<file path="config.mk">
export PLATFORM = sky130hd
export DESIGN_NAME = issue_queue
export DESIGN_NICKNAME = d
export VERILOG_FILES = /design/src/rtl/issue_queue.sv
export SDC_FILE = /design/constraint.sdc
export NUM_CORES = 2
export LEC_CHECK = 0
export CAP_MARGIN = 40
export CORE_MARGIN = 2
export CORE_UTILIZATION = 55
export CTS_CLUSTER_DIAMETER = 40
export DETAILED_ROUTE_END_ITERATION = 12
export PLACE_DENSITY = 0.78
export SETUP_SLACK_MARGIN = 0.02
export SYNTH_ARGS = -nofsm -noshare
export SYNTH_HDL_FRONTEND = slang
export SYNTH_SLANG_ARGS = --single-unit
</file>
<file path="constraint.sdc">
create_clock -name CLK -period 4.6 [get_ports CLK]
set_input_delay 0.92 -clock CLK [delete_from_list [all_inputs] [get_ports CLK]]
set_output_delay 0.92 -clock CLK [all_outputs]
set_load 0.01 [all_outputs]
</file>
<file path="src/rtl/issue_queue.sv">
// Out-of-order issue queue: compacting array (entry 0 oldest) with operand capture
// from the execute broadcast, oldest-ready select and registered issue outputs.
module issue_queue #(
  parameter int DEPTH = 8,
  parameter int PW    = 48
) (
  input  logic                     CLK,
  input  logic                     RESET,
  input  logic                     disp_valid,
  output logic                     disp_ready,
  input  logic [5:0]               disp_srcA_map,
  input  logic [5:0]               disp_srcB_map,
  input  logic                     disp_srcA_rdy,
  input  logic                     disp_srcB_rdy,
  input  logic [31:0]              disp_srcA_val,
  input  logic [31:0]              disp_srcB_val,
  input  logic [5:0]               disp_dest_map,
  input  logic                     disp_regwr,
  input  logic [PW-1:0]            disp_payload,
  input  logic                     bc_flag,
  input  logic [5:0]               bc_map,
  input  logic [31:0]              bc_val,
  input  logic                     flush,
  output logic                     iss_valid,
  output logic [31:0]              iss_opA,
  output logic [31:0]              iss_opB,
  output logic [5:0]               iss_dest_map,
  output logic                     iss_regwr,
  output logic [PW-1:0]            iss_payload,
  output logic [$clog2(DEPTH):0]   count
);

  localparam int IW = $clog2(DEPTH);
  localparam int CW = IW + 1;

  typedef struct packed {
    logic          valid;
    logic          a_rdy;
    logic [5:0]    a_map;
    logic [31:0]   a_val;
    logic          b_rdy;
    logic [5:0]    b_map;
    logic [31:0]   b_val;
    logic [5:0]    dest_map;
    logic          regwr;
    logic [PW-1:0] payload;
  } entry_t;

  entry_t          ent     [DEPTH];
  entry_t          ent_nxt [DEPTH];
  entry_t          ent_ext [DEPTH+1];
  entry_t          disp_ent;
  logic            issue;
  logic            accept;
  logic [IW-1:0]   sel_idx;
  logic [CW-1:0]   widx;

  // Same capture rule serves both stored-entry wakeup and the dispatch bypass.
  function automatic entry_t wake(entry_t e, logic f, logic [5:0] m, logic [31:0] v);
    entry_t r;
    r = e;
    if (f && r.valid && !r.a_rdy && r.a_map == m) begin
      r.a_rdy = 1'b1;
      r.a_val = v;
    end
    if (f && r.valid && !r.b_rdy && r.b_map == m) begin
      r.b_rdy = 1'b1;
      r.b_val = v;
    end
    return r;
  endfunction

  assign disp_ready = (count < CW'(DEPTH));
  assign accept     = disp_valid && disp_ready;

  // Descending scan so the lowest ready index is the last one written.
  always_comb begin
    // NOTE: every always_comb output gets a default first so no latch is inferred.
    issue   = 1'b0;
    sel_idx = '0;
    for (int i = DEPTH-1; i >= 0; i--) begin
      if (ent[i].valid && ent[i].a_rdy && ent[i].b_rdy) begin
        issue   = 1'b1;
        sel_idx = IW'(i);
      end
    end
  end

  always_comb begin
    disp_ent = '{valid:    1'b1,
                 a_rdy:    disp_srcA_rdy, a_map: disp_srcA_map, a_val: disp_srcA_val,
                 b_rdy:    disp_srcB_rdy, b_map: disp_srcB_map, b_val: disp_srcB_val,
                 dest_map: disp_dest_map, regwr: disp_regwr,    payload: disp_payload};
    disp_ent = wake(disp_ent, bc_flag, bc_map, bc_val);
  end

  // Compact over the issued slot, wake stored sources, then append the dispatch.
  always_comb begin
    ent_ext[DEPTH] = '0;
    for (int i = 0; i < DEPTH; i++) ent_ext[i] = ent[i];
    widx = count - CW'(issue);
    for (int i = 0; i < DEPTH; i++) begin
      ent_nxt[i] = (issue && IW'(i) >= sel_idx) ? ent_ext[i+1] : ent_ext[i];
      ent_nxt[i] = wake(ent_nxt[i], bc_flag, bc_map, bc_val);
      if (accept && widx == CW'(i)) ent_nxt[i] = disp_ent;
    end
  end

  always_ff @(posedge CLK or negedge RESET) begin
    if (!RESET) begin
      // NOTE: the entry array is reset in full so no stale operand survives a reset.
      for (int i = 0; i < DEPTH; i++) ent[i] <= '0;
      count        <= '0;
      iss_valid    <= 1'b0;
      iss_opA      <= '0;
      iss_opB      <= '0;
      iss_dest_map <= '0;
      iss_regwr    <= 1'b0;
      iss_payload  <= '0;
    end else if (flush) begin
      for (int i = 0; i < DEPTH; i++) ent[i] <= '0;
      count     <= '0;
      iss_valid <= 1'b0;
    end else begin
      // NOTE: sequential state uses non-blocking assignments so all registers update together.
      for (int i = 0; i < DEPTH; i++) ent[i] <= ent_nxt[i];
      count     <= count + CW'(accept) - CW'(issue);
      iss_valid <= issue;
      if (issue) begin
        iss_opA      <= ent[sel_idx].a_val;
        iss_opB      <= ent[sel_idx].b_val;
        iss_dest_map <= ent[sel_idx].dest_map;
        iss_regwr    <= ent[sel_idx].regwr;
        iss_payload  <= ent[sel_idx].payload;
      end
    end
  end

endmodule

</file>
# Word-level counts from Yosys, hierarchy flattened
# Index checks and enable logic that the tools add are counted.
# Widths: inputs -> output; s select.
# totals
register_bits	1196
latch_bits	0
ram_bits	0
mem_bits_ro	0
input_bits	176
output_inout_bits	125
wordCells	322
n_memories	0
# classes
add_sub_neg	3
multipliers	0
div	0
order_cmp	10
n_eq_ne	25
shifts	0
n_mux	74
bitwise_logic	2
reduce_logical	121
# ops
cell	n
$mux 134	16
$mux 1072	1
$mux 32	18
$bmux 134 s3	1
$mux 126	2
$eq 6x6->1	18
$logic_and 1x1->1	77
$reduce_bool 4->1	16
$mux 1	27
$mux 3	8
$reduce_bool 3->1	8
$logic_not 1->1	18
$eq 4x3->1 const B	4
$ge 3x3->1 const A	4
$eq 4x2->1 const B	2
$sub 4x1->4	2
$ge 1x3->1 const A	2
$ge 2x3->1 const A	2
$add 4x1->4	1
$eq 4x1->1 const B	1
$ge 4x4->1 const B	1
$logic_not 4->1	1
$lt 4x4->1 const B	1
$mux 4	1
other kinds (3)	3

# Longest topological paths before layout
# depth
word_depth	19
depth_mapped	16
depth_no_buf	13

# Worst setup path before layout
# No wires, ideal clock.
# synth_path
path_type	register to register
from	register ent[937] (netlist name)
to	register ent[201] (netlist name)
setup_ns	0.121
arrival_time_ns	3.587
required_time_ns	4.479
setup_slack_ns	0.892
stages_incl_launch_ff	15
path_buffers	5
period_less_slack_ns	3.708
path_cell_list	dfrtp_1 nand3_1 nand4_1 buf_2 nor3_2 clkinv_1 ha_1 ha_1 clkbuf_1 nor3_1 clkbuf_1 clkbuf_1 clkbuf_1 a21oi_1 a22o_1
# synth_via
elab_chain_len	13
word_cells_on_any_way	21
cone_classes	add/sub (1); order compare (1); eq/ne (2); mux (8); reduce/logical (9)
# synth_rtl
item	line_no	rtl
$logic_and 1x1->1 * (2 in a row)	82	if (ent[i].valid && ent[i].a_rdy && ent[i].b_rdy) begin
parallel branches: the longest is 11 deep, another holds $ge 3x3->1	-	
# Mark *: on every way between the ends. The select of a mux whose other input is x is not followed.
# A chain may end at the register's enable or synchronous reset.

# Final worst setup path
# layout_path
from	register ent[803] (netlist name)
to	register ent[685] (netlist name)
# layout_via
elab_chain_len	10
word_cells_on_any_way	16
cone_classes	add/sub (1); order compare (1); eq/ne (1); mux (8); reduce/logical (5)
# layout_rtl
item	line_no	rtl
$logic_and 1x1->1 * (2 in a row)	82	
$mux 1 (3 in a row)	82	
$sub 4x1->4	101	widx = count - CW'(issue);
$eq 4x2->1	105	if (accept && widx == CW'(i)) ent_nxt[i] = disp_ent;
$logic_and 1x1->1	105	
$mux 134	105	
$mux 1072	120	end else if (flush) begin
# Mark *: on every way between the ends. The rest lies on a longest branch, timed or not.

==> summary.txt <==
Run status
  • Status: finished, final reports clean

Die
  • Io pins: 301
  • Die height: approximately 360 um
  • Num rows: roughly 130
  • Die area: 0.127 mm2
  • Die extent in x: 356 um
  • Starting density of the core: 55.2%
  • Core box area: 0.123 mm2

CTS
  • Clk sink count: 1196
  • Reg clk slew, reported paths: 50 ps
  • Post-cts sizing count: 0
  • CTS tree: built
  • Root Buffer: clkbuf_16
  • CTS max path bufs: 3
  • CTS H-tree lvls: 4
  • Post-CTS setup buffer count: 0
  • CTS buffer count: roughly 170
  • Clk Latency, worst-skew pair: around 830 ps
  • # hold bufs at CTS: 0

Synth
  • Synthesized cell area: 0.0681 mm2
  • Main combinational cell family by area after synthesis: compound AO/OA/AOI/OAI gates
  • Compound-Gate Fraction of Synth Area: around 25%
  • Largest cells by area after synthesis: dfrtp_1, nand2_1, a21oi_1
  • Syn Inst Count: 8430
  • Mux cell area share after synthesis: approximately 3.2%
  • Simple-gate share of the synthesized area: about a fifth
  • Post-Syn Nets: 8614
  • Synthesized flop and latch total: 1196
  • Primary FF master, synth: dfrtp_1
  • Ys Warns: 0
  • Adder-Cell Fraction of Synth Area: 0.158%
  • Most numerous cell in the Yosys netlist: nand2_1
  • XOR/XNOR share of the synthesized area: 0.991%
  • Seq/Total Area, Yosys: a little over two fifths
  • Yosys cell types: 68
  • Post-synth top cells: nand2_1, dfrtp_1, a21oi_1, nor2_1, clkbuf_1
  • Ys async rst share: 100%
  • Number of synthesized flops with an enable pin: 0
  • Syn_area_per_cell: 8.07 um2
  • Post-synth top area share: a little over two fifths
  • Dominant cell type by area after synthesis: dfrtp_1

Drt
  • # DRC: 0
  • Wire length per cell: 27.4 um
  • DRT Wirelength: 276000 um
  • Routed Antenna Nets: 0
  • Via density: roughly 7
  • Router iterations before antenna repair: 7
  • First DRT Iteration DRCs: ~12000
  • Total number of vias: 71900

Global route
  • Gr usage total: 42.5%
  • Largest net degree at the start of global routing: 191
  • Overflow after GRT: 0
  • Global-route wire length before repair: roughly 420000 um
  • Initial antenna violation count: 22
  • Number of global-route vias before repair: around 70000

Cells and area
  • Post-route cell area: 0.0796 mm2
  • Area of the multi-input gates: 0.0347 mm2
  • Layout cells sized above 1: 9.09%
  • Finished Layout Cells: 10100
  • Final Core Density: 64.6%
  • Fillers: approximately 10000
  • Reg area: 0.0299 mm2
  • Area growth syn-to-layout: 16.9%
  • Fin nets: 8487

Setup path
  • CP arrival: 5040 ps
  • R2r endpoint: ent[685]$_DFFE_PN0P_
  • Worst Setup SP: ent[803]$_DFF_PN0_
  • Crit Path Category: flip-flop to flip-flop
  • Worst r2r src: ent[803]$_DFF_PN0_
  • CP Data Required Time: around 5300 ps
  • Critical path endpoint: ent[685]$_DFFE_PN0P_
  • Reg2reg path depth: 13
  • CP Capture Type: flip-flop
  • Reg2reg setup slack: 250 ps
  • CP Launch Type: flip-flop
  • Max FO, Critical Path: 82

Timing
  • RSZ-0062 raised after global routing: no
  • Fin crit period: 4350 ps
  • Slew margin rel.: 27.9%
  • Max frequency: 230 MHz
  • Slew Limit Fails: 0
  • Setup TNS: 0 ps
  • Clock Skews: 34.9 ps
  • Least-Margin Pin Slew: 1080 ps
  • Final hold viol count: 0
  • Final setup violation count: 0
  • Tcrit/Tclk final: 94.6%

Placed design
  • Placed cell area: 0.0734 mm2
  • GPL Wtd Cong: 0.945
  • Placed insts: about 10000
  • Hpwl dp: 159000 um
  • PortBufs: 300

Power and ir drop
  • Pleak: 0.0317 uW
  • Pwr dens: ~410 mW/mm2
  • Worst vdd rail ir drop: about 350 uV

Min path
  • Hold/Removal Path Class: input pin to asynchronous set/reset pin

Run
  • MaxCap Viol Count: 0
## sequential cells by signal (all words and copies together) (netlist names)
name          flops
count             4
iss_opB          32
iss_opA          32
iss_payload      48
iss_dest_map      6
iss_valid         1
ent            1072
iss_regwr         1
## layer usage
layer	GRT usage [%]	share of wire, %	wire, um
met2	61.5	42	117000
met4	28.0	6.9	19100
met3	13.7	15	42300
met1	54.5	35	97100
met5	0	0.065	180
## how the worst min path moves through the flow
stage / startpoint / to / slack (ps)
6_report: RESET / ent[971]$_DFFE_PN0P_ / 70
5_1_grt: RESET / ent[971]$_DFFE_PN0P_ / 220
4_1_cts: RESET / ent[971]$_DFFE_PN0P_ / 180
3_5_place_dp: ent[1038]$_DFFE_PN0P_ / ent[1038]$_DFFE_PN0P_ / 490
3_3_place_gp: ent[1062]$_DFFE_PN0P_ / ent[1062]$_DFFE_PN0P_ / 480
2_1_floorplan: ent[1023]$_DFFE_PN0P_ / ent[1023]$_DFFE_PN0P_ / 470
## final cells by class
class | instances | area share, %
diodes | 8 | 0.0251
clock buffers | 209 | 5.92
clock inverters | 109 | 1.82
inverters | 54 | 0.255
multi-input cells | 6251 | 43.5
flip-flops and latches | 1196 | 37.6
well taps | 1637 | 2.57
repair buffers | 626 | 8.27
## placed cells by master, fill, tap and decap left out, drive strengths merged, types with 168 or more instances in the layout
master         count
a311oi           439
a22o             216
clkbuf           209
buf              328
o221ai           194
dfrtp           1196
a21oi            874
o21ai            243
mux2i            181
a31oi            168
nor2             756
clkdlybuf4s50    298
nand3            170
nand2           2233
## worst max-delay path, cell delays in order (launching register included)
cell and delay (ps):
dfrtp_1 460, nand3_1 230, nand4_1 280, nor3_2 260, clkinv_1 120, ha_1 210
ha_1 220, xor2_1 190, nor2_1 140, nand2_4 120, buf_4 750, buf_4 760
nor2_1 110, a311oi_1 280
## report_power, final
group	internal, uW	leakage (uW)	switching, uW
clock	8780	0.00296	5480
combinational	2200	0.0123	3810
sequential	11700	0.0165	1030
## metrics by stage
step | setup slack (ps) | total power [uW] | hold slack [ps]
4_1_cts | 420 | 32700 | 182
2_1_floorplan | 892 | 15800 | 466
6_report | 250 | 33000 | 67.5
3_5_place_dp | 349 | 18600 | 492
3_3_place_gp | 406 | 18300 | 482
5_1_grt | 146 | 33900 | 216
## logic make-up (layout without fill, tap and decap cells)
group	Yosys count	count (layout)
other	0	8
muxes	215	215
buffers and inverters	983	998
and+or+nand+nor	3428	3428
xor gates and xnor gates	77	77
adders and majority gates	8	8
DFF	1196	1196
AOI/OAI and AO/OA	2523	2523
(Power assumes the default switching activity.)
